## config.mk

```make
export PLATFORM = sky130hd
export DESIGN_NAME = ex_mul_sequencer
export DESIGN_NICKNAME = d
export VERILOG_FILES = /design/src/rtl/ex_mul_sequencer_pkg.sv /design/src/rtl/ex_mul_sequencer_mul_shift_add_dp.sv /design/src/rtl/ex_mul_sequencer.sv
export SDC_FILE = /design/constraint.sdc
export NUM_CORES = 1
export LEC_CHECK = 0
export BUFFER_PORTS_ARGS = -buffer_cell sky130_fd_sc_hd__buf_2
export CORE_AREA = 4 4 114 116
export DETAILED_ROUTE_END_ITERATION = 10
export DIE_AREA = 0 0 118 120
export GPL_ROUTABILITY_DRIVEN = 0
export PLACE_DENSITY = 0.81
export SLEW_MARGIN = 20
export SYNTH_ARGS = -nofsm -noshare
export SYNTH_HDL_FRONTEND = slang
export SYNTH_SLANG_ARGS = --single-unit
```

## constraint.sdc

```tcl
create_clock -name clk_i -period 3.9 [get_ports clk_i]
set_input_delay 0.39 -clock clk_i [delete_from_list [all_inputs] [get_ports clk_i]]
set_output_delay 0.39 -clock clk_i [all_outputs]
set_load 0.02 [all_outputs]
```

## src/rtl/ex_mul_sequencer_pkg.sv

```systemverilog
// ============================================================================
// Module : ex_mul_sequencer_pkg
// Brief  : Shared types and constants for the EX-stage multiply sequencer.
// Rev    : 1.0 - initial release
// ============================================================================
`default_nettype none

package ex_mul_sequencer_pkg;

   localparam int XLEN_DEFAULT = 32;

   // ALU control codes, shared with the ID/EX control decode
   localparam logic [3:0] ALU_CTRL_AND = 4'b0000;
   localparam logic [3:0] ALU_CTRL_OR  = 4'b0001;
   localparam logic [3:0] ALU_CTRL_ADD = 4'b0010;
   localparam logic [3:0] ALU_CTRL_SUB = 4'b0110;
   localparam logic [3:0] ALU_CTRL_MUL = 4'b1111;

   typedef enum logic [1:0] {
      ST_IDLE = 2'd0,
      ST_BUSY = 2'd1,
      ST_DONE = 2'd2
   } mul_state_e;

   function automatic logic is_mul_req(input logic [3:0] alu_ctrl);
      return (alu_ctrl == ALU_CTRL_MUL);
   endfunction

endpackage

`default_nettype wire

```

## src/rtl/ex_mul_sequencer_mul_shift_add_dp.sv

```systemverilog
// ============================================================================
// Module : mul_shift_add_dp
// Brief  : Shift-add multiply datapath: accumulator, multiplicand, multiplier.
// Rev    : 1.0 - initial release
// ============================================================================
`default_nettype none

module mul_shift_add_dp
   import ex_mul_sequencer_pkg::*;
#(
   parameter int XLEN = XLEN_DEFAULT
) (
   input  logic            clk_i,
   input  logic            rst_i,
   input  logic            load_i,
   input  logic            step_i,
   input  logic [XLEN-1:0] mcand_i,
   input  logic [XLEN-1:0] mplier_i,
   output logic [XLEN-1:0] acc_o,
   output logic            mplier_zero_o
);

   logic [XLEN-1:0] acc_q,    acc_d;
   logic [XLEN-1:0] mcand_q,  mcand_d;
   logic [XLEN-1:0] mplier_q, mplier_d;

   always_comb begin
      acc_d    = acc_q;
      mcand_d  = mcand_q;
      mplier_d = mplier_q;
      if (load_i) begin
         acc_d    = '0;
         mcand_d  = mcand_i;
         mplier_d = mplier_i;
      end else if (step_i) begin
         // Adder wraps: only the low XLEN bits of the product are kept
         if (mplier_q[0]) begin
            acc_d = acc_q + mcand_q;
         end
         mcand_d  = mcand_q << 1;
         mplier_d = mplier_q >> 1;
      end
   end

   always_ff @(posedge clk_i or posedge rst_i) begin
      if (rst_i) begin
         acc_q    <= '0;
         mcand_q  <= '0;
         mplier_q <= '0;
      end else begin
         acc_q    <= acc_d;
         mcand_q  <= mcand_d;
         mplier_q <= mplier_d;
      end
   end

   assign acc_o         = acc_q;
   assign mplier_zero_o = (mplier_q == '0);

endmodule

`default_nettype wire

```

## src/rtl/ex_mul_sequencer.sv

```systemverilog
// ============================================================================
// Module : ex_mul_sequencer
// Brief  : EX-stage iterative multiply sequencer with pipeline stall control.
//          Optional MUL_EARLY_EXIT_EN ends the multiply once the multiplier
//          has shifted down to zero.
// Rev    : 1.0 - initial release
// ============================================================================
`default_nettype none

module ex_mul_sequencer
   import ex_mul_sequencer_pkg::*;
#(
   parameter int XLEN = XLEN_DEFAULT
) (
   input  logic            clk_i,
   input  logic            rst_i,
   input  logic [3:0]      alu_ctrl_i,
   input  logic [XLEN-1:0] rs1_val_i,
   input  logic [XLEN-1:0] rs2_val_i,
   output logic            stall_o,
   output logic            busy_o,
   output logic            done_o,
   output logic [XLEN-1:0] result_o
);

   localparam int              CNT_W    = $clog2(XLEN);
   localparam logic [CNT_W-1:0] CNT_LAST = CNT_W'(XLEN - 1);

   mul_state_e       state_q, state_d;
   logic [CNT_W-1:0] cnt_q,   cnt_d;

   logic w_mul_req;
   logic w_load;
   logic w_step;
   logic w_stall;
   logic w_early_exit;

   assign w_mul_req = is_mul_req(alu_ctrl_i);

`ifdef MUL_EARLY_EXIT_EN
   logic w_mplier_zero;
   assign w_early_exit = w_mplier_zero;
`else
   assign w_early_exit = 1'b0;
`endif

   always_comb begin
      state_d = state_q;
      cnt_d   = cnt_q;
      w_load  = 1'b0;
      w_step  = 1'b0;
      w_stall = 1'b0;
      busy_o  = 1'b0;
      done_o  = 1'b0;
      case (state_q)
         ST_IDLE: begin
            if (w_mul_req) begin
               w_load  = 1'b1;
               w_stall = 1'b1;
               cnt_d   = '0;
               state_d = ST_BUSY;
            end
         end
         ST_BUSY: begin
            busy_o  = 1'b1;
            w_stall = 1'b1;
            if (w_early_exit) begin
               state_d = ST_DONE;
            end else begin
               w_step = 1'b1;
               cnt_d  = cnt_q + 1'b1;
               if (cnt_q == CNT_LAST) begin
                  state_d = ST_DONE;
               end
            end
         end
         // The MUL still in EX here is the one just finished, so no request
         ST_DONE: begin
            done_o  = 1'b1;
            state_d = ST_IDLE;
         end
         default: begin
            state_d = ST_IDLE;
         end
      endcase
   end

   always_ff @(posedge clk_i or posedge rst_i) begin
      if (rst_i) begin
         state_q <= ST_IDLE;
         cnt_q   <= '0;
      end else begin
         state_q <= state_d;
         cnt_q   <= cnt_d;
      end
   end

   // Stall is combinational from the request, so mask it while in reset
   assign stall_o = w_stall & ~rst_i;

   mul_shift_add_dp #(
      .XLEN          (XLEN)
   ) u_dp (
      .clk_i         (clk_i),
      .rst_i         (rst_i),
      .load_i        (w_load),
      .step_i        (w_step),
      .mcand_i       (rs1_val_i),
      .mplier_i      (rs2_val_i),
      .acc_o         (result_o),
`ifdef MUL_EARLY_EXIT_EN
      .mplier_zero_o (w_mplier_zero)
`else
      .mplier_zero_o ()
`endif
   );

endmodule

`default_nettype wire

```

==> results.yml <==
run_status:
  status: "complete, no violations"
die:
  initial_core_util_pct: 49.4
  die_width_um: 118
  die_h_um: 120
  core_area_mm2: 0.0119
  io_pins: 105
  placementRows: 40
  die_area_mm2: 0.0142
synthesis:
  synthDistinctLibCells: 51
  ys.flop_type: "dfrtp_1"
  synthArstFlopShare_pct: 100
  synth_top_family_by_area: "compound AO/OA/AOI/OAI gates"
  synth-simple-area-share_pct: 19.4
  synth.area.mux_share_pct: 0.361
  syn_area_per_cell_um2: 8.68
  synth_compound_area_share_pct: 21.2
  yosys.area.top_type_share_pct: 43.8
  yosys_warnings: 0
  ys_seq_area_share_pct: 43.8
  yosys.area.top_type: "dfrtp_1"
  synth_edf_count: 0
  syn_inst: 678
  synth_area_mm2: 0.00589
  synth-xor-area-share_pct: 4.31
  ys_ff_latch: 103
  synth.net_count: 782
  synthAdderAreaFrac_pct: 7.35
  synth.area.top_cells: "dfrtp_1, nand2_1, ha_1, a22oi_1, a31oi_1"
  synth_common_cells: "nand2_1, dfrtp_1, nand3_1"
  synthMostInstantiatedCell: "nand2_1"
min_path:
  hold_path.class: "in2async"
cells_and_area:
  areaGrowthSynthToFinish_pct: 16.0
  nNetsFinal: 863
  design_area_mm2: 0.00683
  n_antenna_cell: 0
  layout-drive-gt1-share_pct: 19.2
  final_cells: 911
  final_core_util_pct: 57.4
clocking:
  cts_resized: 0
  clk_pin_slew_ns: 0.07
  postCtsSetupRepairBufs: 0
  clock-sinks: 103
  cts_buffers: 9
  clockRootBuffer: "clkbuf_16"
  cts_hold_buf: 0
  cts.path.max_buffers: 2
  h-tree-depth: 3
  cts_tree: "done"
  clock_latency_ns: 0.36
sta:
  period_share_pct: 81.1
  setup_viol: 0
  hold_violations: 0
  report.final.slew_viol_count: 0
  finClkSkew_ns: 0.00762
  tightest_slew_ns: 0.781
  rsz0062_at_grt: "no"
  period_minus_slack_ns: 3.16
  max_freq_mhz: 316
  slew_headroom_pct: 47.9
  setup_tns_ns: 0
critical_path:
  crit_chain: "ha_1 -> fa_1 -> a21o_1 -> a221oi_2 -> o21ai_1 -> a31oi_1 -> o21ai_1 -> a31oi_1 -> xor2_1 -> o21ai_1"
  path_buf_inv: 0
  cp.required_ns: 4.12
  cp_top_family: "compound AO/OA/AOI/OAI gates"
  critPathCaptureType: "flip-flop"
  critPathKind: "reg2reg"
  cp.arrival_ns: 3.38
  worstPathMaxFanout: 4
  critPathSlowestCell: "a31oi_1"
  critPathLaunchType: "flip-flop"
  slowest_delay_ns: 0.47
  cp_common_cell: "o21ai_1"
routing:
  dr.first_iter.drc_count: 247
  drc: 0
  vias: 5148
  routed_via_density: 5.65
  wl_per_cell_um: 15.5
  drt-total-wl_mm: 14.1
  first_pass_iters: 5
  ant_nets: 0
grt:
  grt_use_total_pct: 20.3
  grt-ovfl-total: 0
  grt_pass1_wl_mm: 23.8
  antenna_found_initial: 0
  grt_pass1_vias: 4990
  grt_max_degree: 82
pwr:
  power_density_mw_per_mm2: 801
  p_leak_nw: 3.49
  vdd_drop_max_mv: 0.400
run:
  cap_violations: 0
place:
  port_buffers: 104
  dp.cells: 895
  place_hpwl_mm: 9.77
  dpl_cell_area_mm2: 0.00650
==> worst reg2reg max path: cells and delay by family (launching register included) <==
kind                       cells  cell delay [ns]
adders and majority gates      2             0.67
xor gates and xnor gates       1             0.17
DFF                            1             0.41
AOI/OAI and AO/OA              7             1.78
==> cell usage in the layout (no fill, tap or decap), drive strengths merged, types with 9 or more instances in the layout <==
| cell | n |
|---|---|
| nand2 | 158 |
| buf | 113 |
| dfrtp | 103 |
| o21ai | 47 |
| nand3 | 46 |
| nor2 | 40 |
| a31oi | 39 |
| a22oi | 33 |
| ha | 33 |
| a21oi | 29 |
| a21o | 17 |
| xor2 | 16 |
| xnor2 | 13 |
| clkbuf | 10 |
| inv | 9 |
==> sequential cells by signal, summed over array words and instances, names as in the netlist <==
register,cells
u_dp.mcand_q,32
u_dp.acc_o,32
state_q,2
cnt_q,5
u_dp.mplier_q,32
==> cell type report <==
cell class / count / area [µm²]
Fill cell: 1113 / 5080
Multi-Input combinational cell: 523 / 3110
Sequential cell: 103 / 2580
Timing Repair Buffer: 113 / 588
Clock buffer: 10 / 239
Tap cell: 147 / 184
Clock inverter: 6 / 93.8
Inverter: 9 / 36.3
==> metal layers <==
layer	global-route usage [%]	vias up	part of all wire, %
met5	0	-	0
met4	6.59	0	1.9
met3	5.94	22	6.3
met2	33.3	137	47
met1	25.9	2431	44
li1	-	2558	-
==> final timing paths <==
kind | start | endpoint | slack, ns | cells past startpoint
max | u_dp.acc_o[0] | u_dp.acc_o[28] | 0.74 | 10
min | rst_i | u_dp.mplier_q[16] | 0.19 | 2
max reg2reg | u_dp.acc_o[0] | u_dp.acc_o[28] | 0.74 | 10
min reg2reg | u_dp.acc_o[31] | u_dp.acc_o[31] | 0.47 | 1
max in group asynchronous | rst_i | u_dp.mcand_q[11] | 2.91 | 3
min in group clk_i | rs2_val_i[31] | u_dp.mplier_q[31] | 0.23 | 3
==> logic make-up after synthesis <==
kind of cell,after synthesis
muxes,2
xor gates and xnor gates,29
AOI/OAI and AO/OA,190
DFF,103
buffers and inverters,52
adders and majority gates,34
and+or+nand+nor,268
==> power breakdown <==
part | internal, mW | switching [mW]
clock network | 0.583 | 0.415
logic | 1.03 | 1.63
registers | 1.48 | 0.332
==> stage by stage <==
step	total power, mW	hold slack (ns)	setup slack, ns
after detailed placement	4.47	0.463	0.820
after floorplan	3.82	0.446	0.806
after global placement	4.40	0.457	0.906
after global routing	5.92	0.220	0.577
final	5.47	0.190	0.737
after CTS	5.49	0.206	0.771
No activity file was read; power rests on OpenSTA's default activity.
